$ cat config.mk
export PLATFORM = sky130hd
export DESIGN_NAME = register_readback
export DESIGN_NICKNAME = d
export VERILOG_FILES = /design/src/rtl/register_readback_pkg.sv /design/src/rtl/register_readback_req_edge.sv /design/src/rtl/register_readback.sv
export SDC_FILE = /design/constraint.sdc
export NUM_CORES = 1
export LEC_CHECK = 0
export BUFFER_PORTS_ARGS = -buffer_cell sky130_fd_sc_hd__buf_2
export CORE_AREA = 10 10 162 164
export DETAILED_ROUTE_END_ITERATION = 6
export DIE_AREA = 0 0 172 174
export GPL_TIMING_DRIVEN = 0
export PLACE_DENSITY = 0.9
export SETUP_SLACK_MARGIN = 0.4
export SYNTH_ARGS = -nofsm -noshare
export SYNTH_HDL_FRONTEND = slang
export SYNTH_SLANG_ARGS = --single-unit
$ cat constraint.sdc
create_clock -name clk -period 2.8 [get_ports clk]
set_input_delay 0.84 -clock clk [delete_from_list [all_inputs] [get_ports clk]]
set_output_delay 0.84 -clock clk [all_outputs]
set_load 0.1 [all_outputs]
$ cat src/rtl/register_readback_pkg.sv
// Shared GPIO command-interface constants for the BER log readback path:
// field positions, opcodes, word-select indices and the FSM state type.
package register_readback_pkg;

    localparam int GPIO_W      = 32;
    localparam int OPCODE_W    = 8;
    localparam int LOG_COUNT_W = 64;
    localparam int SNAP_CNT_W  = 16;
    localparam int REQ_BIT     = 23;
    localparam int SEL_LEN     = 4;

    // 0x00-0x02 are owned by the write-side register file.
    localparam logic [7:0] OP_WRITE_0  = 8'h00;
    localparam logic [7:0] OP_WRITE_1  = 8'h01;
    localparam logic [7:0] OP_WRITE_2  = 8'h02;
    localparam logic [7:0] OP_SNAPSHOT = 8'h03;
    localparam logic [7:0] OP_READ     = 8'h04;

    localparam logic [3:0] SEL_ERR_R_LO = 4'd0;
    localparam logic [3:0] SEL_ERR_R_HI = 4'd1;
    localparam logic [3:0] SEL_ERR_I_LO = 4'd2;
    localparam logic [3:0] SEL_ERR_I_HI = 4'd3;
    localparam logic [3:0] SEL_BIT_R_LO = 4'd4;
    localparam logic [3:0] SEL_BIT_R_HI = 4'd5;
    localparam logic [3:0] SEL_BIT_I_LO = 4'd6;
    localparam logic [3:0] SEL_BIT_I_HI = 4'd7;
    localparam logic [3:0] SEL_STATUS   = 4'd8;

    typedef enum logic [1:0] {
        ST_IDLE,
        ST_EXEC,
        ST_WAIT_LOW
    } state_e;

endpackage

$ cat src/rtl/register_readback_req_edge.sv
// Request-bit edge detector shared with the write-side register file.
// The history register resets high so a req held through reset is not a command.
module register_readback_req_edge (
    input  logic clk,
    input  logic reset,
    input  logic req_i,
    output logic rise_o
);

    logic req_q;

    always_ff @(posedge clk) begin
        if (reset) begin
            req_q <= 1'b1;
        end else begin
            req_q <= req_i;
        end
    end

    assign rise_o = req_i & ~req_q;

endmodule

$ cat src/rtl/register_readback.sv
// Read side of the GPIO command interface: SNAPSHOT freezes the four BER
// counters into shadows atomically, READ returns one 32-bit shadow word.
module register_readback
    import register_readback_pkg::*;
#(
    parameter int GPIO_LEN      = GPIO_W,
    parameter int OPCODE_LEN    = OPCODE_W,
    parameter int LOG_COUNT_LEN = LOG_COUNT_W,
    parameter int SNAP_CNT_LEN  = SNAP_CNT_W
) (
    input  logic                     clk,
    input  logic                     reset,
    input  logic [GPIO_LEN-1:0]      gpio_in,
    input  logic [LOG_COUNT_LEN-1:0] error_count_r,
    input  logic [LOG_COUNT_LEN-1:0] error_count_i,
    input  logic [LOG_COUNT_LEN-1:0] bit_count_r,
    input  logic [LOG_COUNT_LEN-1:0] bit_count_i,
    output logic [GPIO_LEN-1:0]      gpio_out
);

    logic                     req;
    logic                     req_rise;
    state_e                   state_q;
    logic [OPCODE_LEN-1:0]    opcode_q;
    logic [SEL_LEN-1:0]       sel_q;
    logic [LOG_COUNT_LEN-1:0] err_r_q;
    logic [LOG_COUNT_LEN-1:0] err_i_q;
    logic [LOG_COUNT_LEN-1:0] bit_r_q;
    logic [LOG_COUNT_LEN-1:0] bit_i_q;
    logic [SNAP_CNT_LEN-1:0]  snap_count_q;
    logic                     snap_valid_q;
    logic [GPIO_LEN-1:0]      gpio_out_q;
    logic [GPIO_LEN-1:0]      read_word_d;
    logic [GPIO_LEN-1:0]      status_word;
    logic                     unused_data;

    assign req         = gpio_in[REQ_BIT];
    assign unused_data = ^gpio_in[REQ_BIT-1:SEL_LEN];

    register_readback_req_edge u_req_edge (
        .clk    (clk),
        .reset  (reset),
        .req_i  (req),
        .rise_o (req_rise)
    );

    assign status_word = {snap_count_q, {(GPIO_LEN-SNAP_CNT_LEN-1){1'b0}}, snap_valid_q};

    // Only shadows feed the mux, so hi/lo halves always come from one snapshot.
    always_comb begin
        read_word_d = '0;
        case (sel_q)
            SEL_ERR_R_LO: read_word_d = err_r_q[GPIO_LEN-1:0];
            SEL_ERR_R_HI: read_word_d = err_r_q[LOG_COUNT_LEN-1 -: GPIO_LEN];
            SEL_ERR_I_LO: read_word_d = err_i_q[GPIO_LEN-1:0];
            SEL_ERR_I_HI: read_word_d = err_i_q[LOG_COUNT_LEN-1 -: GPIO_LEN];
            SEL_BIT_R_LO: read_word_d = bit_r_q[GPIO_LEN-1:0];
            SEL_BIT_R_HI: read_word_d = bit_r_q[LOG_COUNT_LEN-1 -: GPIO_LEN];
            SEL_BIT_I_LO: read_word_d = bit_i_q[GPIO_LEN-1:0];
            SEL_BIT_I_HI: read_word_d = bit_i_q[LOG_COUNT_LEN-1 -: GPIO_LEN];
            SEL_STATUS:   read_word_d = status_word;
            default:      read_word_d = '0;
        endcase
    end

    always_ff @(posedge clk) begin
        if (reset) begin
            state_q      <= ST_IDLE;
            opcode_q     <= '0;
            sel_q        <= '0;
            err_r_q      <= '0;
            err_i_q      <= '0;
            bit_r_q      <= '0;
            bit_i_q      <= '0;
            snap_count_q <= '0;
            snap_valid_q <= 1'b0;
            gpio_out_q   <= '0;
        end else begin
            case (state_q)
                ST_IDLE: begin
                    if (req_rise) begin
                        opcode_q <= gpio_in[GPIO_LEN-1 -: OPCODE_LEN];
                        sel_q    <= gpio_in[SEL_LEN-1:0];
                        state_q  <= ST_EXEC;
                    end
                end
                ST_EXEC: begin
                    case (opcode_q)
                        OP_SNAPSHOT: begin
                            err_r_q      <= error_count_r;
                            err_i_q      <= error_count_i;
                            bit_r_q      <= bit_count_r;
                            bit_i_q      <= bit_count_i;
                            snap_count_q <= snap_count_q + 1'b1;
                            snap_valid_q <= 1'b1;
                        end
                        OP_READ: gpio_out_q <= read_word_d;
                        OP_WRITE_0, OP_WRITE_1, OP_WRITE_2: ;
                        default: ;
                    endcase
                    state_q <= ST_WAIT_LOW;
                end
                ST_WAIT_LOW: begin
                    if (!req) begin
                        state_q <= ST_IDLE;
                    end
                end
                default: state_q <= ST_IDLE;
            endcase
        end
    end

    assign gpio_out = gpio_out_q;

endmodule

==> run_results.csv <==
group,metric,value,unit
outcome,outcome,"complete, but fails checks",
outcome,violations,"design-rule violations",
timing,rsz0062_at_grt,"no",
detailed_routing,wl_per_cell,24.2,µm
critical_path,worstPathRequired,3150,ps
timing,finalSetupViolCount,0,
place,dpl.hpwl,42.9,mm
power_and_ir_drop,p_clk_share,46.7,%
critical_path,startpoint_type,"primary input",
critical_path,critPathArrivalTime,2720,ps
timing,worstMarginPinSlew,1030,ps
logic_synthesis,syn_area,13200,µm²
cts,cts_root_buf,"clkbuf_16",
power_and_ir_drop,power.total,9.46,mW
critical_path,cp_top_family,"buffers and inverters",
logic_synthesis,syn_area_per_cell,7.97,µm²
critical_path,cp_slowest_stage_delay,680,ps
detailed_routing,drt_iter0_markers,2287,
power_and_ir_drop,vdd_drop_max,385,µV
timing,max_slew_margin,31.1,%
global_routing,grt_antenna_before_repair,1,
detailed_routing,finalWirelength,55.6,mm
power_and_ir_drop,p_per_area,587,nW/µm²
cells_and_area,final_core_util,69.8,%
power_and_ir_drop,swShare,23.1,%
critical_path,crit_top_cell,"clkbuf_1",
timing,min_period,2370,ps
worst_hold_path,hold_depth,2,
critical_path,cp.depth,5,
place,gp_congestion,1.05,
timing,final_max_slew_viol_count,0,
cells_and_area,syn_to_final_growth,22.5,%
power_and_ir_drop,switchingPower,2.18,mW
global_routing,grt_pass1_wl,81.2,mm
worst_hold_path,holdCritPathClass,"flop to flop",
logic_synthesis,synth-edff-count,0,
cts,cts_tree,"done",
detailed_routing,ant_nets,0,
floorplanning,die_area,29900,µm²
logic_synthesis,yosysSeqAreaShare,48.7,%
power_and_ir_drop,intPower,7.28,mW
floorplanning,fp.dieW,172,µm
floorplanning,die_h,174,µm
flow_run,drv_cap,0,
power_and_ir_drop,pwr-share-seq,48.3,%
cts,cts_buffers,35,
floorplanning,io_pins,322,
critical_path,critPathKind,"primary input to flop",
cts,clkTransAtPathRegs,60,ps
cells_and_area,drive_gt1_share,22.1,%
timing,timing.hold.ws,446,ps
floorplanning,initial_core_util,56.9,%
cts,cts_hold_buf,0,
cts,clock_sinks,320,
global_routing,grt_overflow,0,
power_and_ir_drop,power_frac_comb,5.1,%
place,io_buffers,302,
critical_path,endpoint_kind,"flop",
cells_and_area,final_nets,2281,
timing,fin_worst_skew,34.0,ps
logic_synthesis,yosysUniqueCellTypes,51,
cts,cts_setup_buffers,0,
global_routing,grt_usage,35.5,%
cts,htreeDepth,2,
detailed_routing,dr_total_vias,14300,
cts,worstSkewPairLatency,530,ps
critical_path,worst_path_max_delay_cell,"clkbuf_1",
timing,hold_violations,0,
critical_path,crit_buf_inv,4,
logic_synthesis,postSynthCellCount,1651,
power_and_ir_drop,leakagePower,5.85,nW
logic_synthesis,syn_nets,1942,
logic_synthesis,ys_ff_latch,320,
detailed_routing,drc_errors,18,
global_routing,grt_pass1_vias,13900,
critical_path,worstPathMaxFanout,10,
floorplanning,floorplan.rows,56,
logic_synthesis,synthFlopType,"dfxtp_1",
logic_synthesis,synthArstFlopShare,0,%
cts,clockBufferDepth,3,
logic_synthesis,synth_warnings,0,
detailed_routing,dr.pass1.iters,7,
critical_path,r2r_cells,7,
timing,fmax,0.422,GHz
detailed_routing,viasPerCell,6.22,
floorplanning,core,23100,µm²
global_routing,grt_max_degree,14,
critical_path,crit_chain,"buf_2 -> clkbuf_1 -> clkbuf_1 -> clkbuf_1 -> a21oi_1",
timing,finalCritPeriodShare,84.6,%
-- registers in the layout, summed over array words and instances (netlist names) --
| register | count |
|---|---|
| state_q | 2 |
| err_r_q | 64 |
| bit_r_q | 64 |
| u_req_edge.req_q | 1 |
| snap_count_q | 16 |
| gpio_out | 32 |
| err_i_q | 64 |
| sel_q | 4 |
| opcode_q | 8 |
| snap_valid_q | 1 |
| bit_i_q | 64 |
-- cells in the mapped netlist (8+ instances only) --
cell	n	area, µm²
nand2_1	579	2170
dfxtp_1	320	6410
a21oi_1	281	1410
clkbuf_1	81	304
a22oi_1	58	435
buf_2	50	250
nor2_1	35	131
mux2i_1	30	300
a22o_1	22	193
o22ai_1	22	138
o21ai_0	16	80.1
nor3_1	15	75.1
xnor2_1	11	96.3
a221oi_1	10	87.6
nor2b_1	10	62.6
mux2_2	9	101
mux4_2	8	180
-- per-stage QoR --
step | TNS [ps] | worst slack (ps) | cells | cell area [µm²]
final | 0 | 430 | 2300 | 16100
after detailed placement | -1370 | -131 | 2243 | 15000
after global routing | 0 | 402 | 2299 | 16100
after global placement | -1050 | -112 | 2243 | 15000
after CTS | 0 | 427 | 2299 | 16100
after floorplan | 0 | 902 | 1651 | 13200
-- worst reg2reg max path, cell delays in order, from the launching register on --
cell,delay [ps]
dfxtp_1,330
buf_2,190
nor2b_1,150
buf_2,190
buf_2,240
a22o_1,320
a222oi_1,610
a221oi_1,170
-- cells by family after synthesis --
family / share of synthesized area [%]
flip-flops: 48.7
buffers and inverters: 4.44
AO/OA/AOI/OAI: 20.4
AND/OR/NAND/NOR: 21.0
multiplexers: 4.42
XOR/XNOR: 0.998
adder cells (fa/ha/maj): 0.0950
-- placed cells by master, fill, tap and decap left out, types with 5 or more instances in the layout --
master	netlist	final
mux4_2	8	8
buf_2	50	351
nor2b_1	10	9
o22ai_1	22	22
a222oi_1	7	7
xnor2_1	11	11
a22o_1	22	22
clkbuf_1	81	82
clkbuf_16	0	35
a21oi_1	281	281
clkinv_2	0	6
a221oi_1	10	10
a22oi_1	58	58
o21ai_1	7	7
nand2_1	579	579
nor2_1	35	35
dfxtp_1	320	320
nor3_1	15	14
nand3_1	7	7
o21ai_0	16	16
mux2_2	9	9
clkbuf_8	0	6
mux2i_1	30	30
or2_2	5	5
-- per-layer routing --
| layer | global-route usage [%] | share of wire (%) | vias to the layer above |
|---|---|---|---|
| met2 | 54.2 | 44 | 1167 |
| met3 | 10.6 | 14 | 226 |
| met1 | 44.2 | 36 | 6571 |
| met5 | 0 | 0.023 | - |
| met4 | 18.4 | 5.6 | 2 |
| li1 | - | - | 6330 |
-- power groups by stage --
stage / Clock [mW] / Sequential [mW] / Combinational (mW)
6_report: 4.42 / 4.57 / 0.481
5_1_grt: 4.56 / 4.57 / 0.501
4_1_cts: 4.35 / 4.57 / 0.462
3_5_place_dp: 0 / 4.67 / 0.458
3_3_place_gp: 0 / 4.67 / 0.455
2_1_floorplan: 0 / 4.67 / 0.159
-- final timing paths --
path | slack, ps | endpoint | start
max reg2reg | 440 | gpio_out[28]$_SDFFE_PP0P_ | sel_q[2]$_SDFFE_PP0P_
min | 450 | gpio_out[20]$_SDFFE_PP0P_ | gpio_out[20]$_SDFFE_PP0P_
max | 430 | bit_i_q[33]$_SDFFE_PP0P_ | reset
min reg2reg | 450 | gpio_out[20]$_SDFFE_PP0P_ | gpio_out[20]$_SDFFE_PP0P_
-- area by class of cell --
cell class	count	area [µm²]
fillers	1838	6990
flip-flops and latches	320	6410
multi-input cells	1194	6190
repair buffers	302	1510
clock buffers	46	977
plain buffers	135	588
well taps	290	363
clock inverters	10	85.1
inverters	2	7.51
diodes	1	2.50
-- timing repair --
action / CTS / global route
setup endpoints to repair: 9 / 122
pin swaps: 0 / 2
resized for setup: 2 / 15
Power figures use the tool's default switching activity.
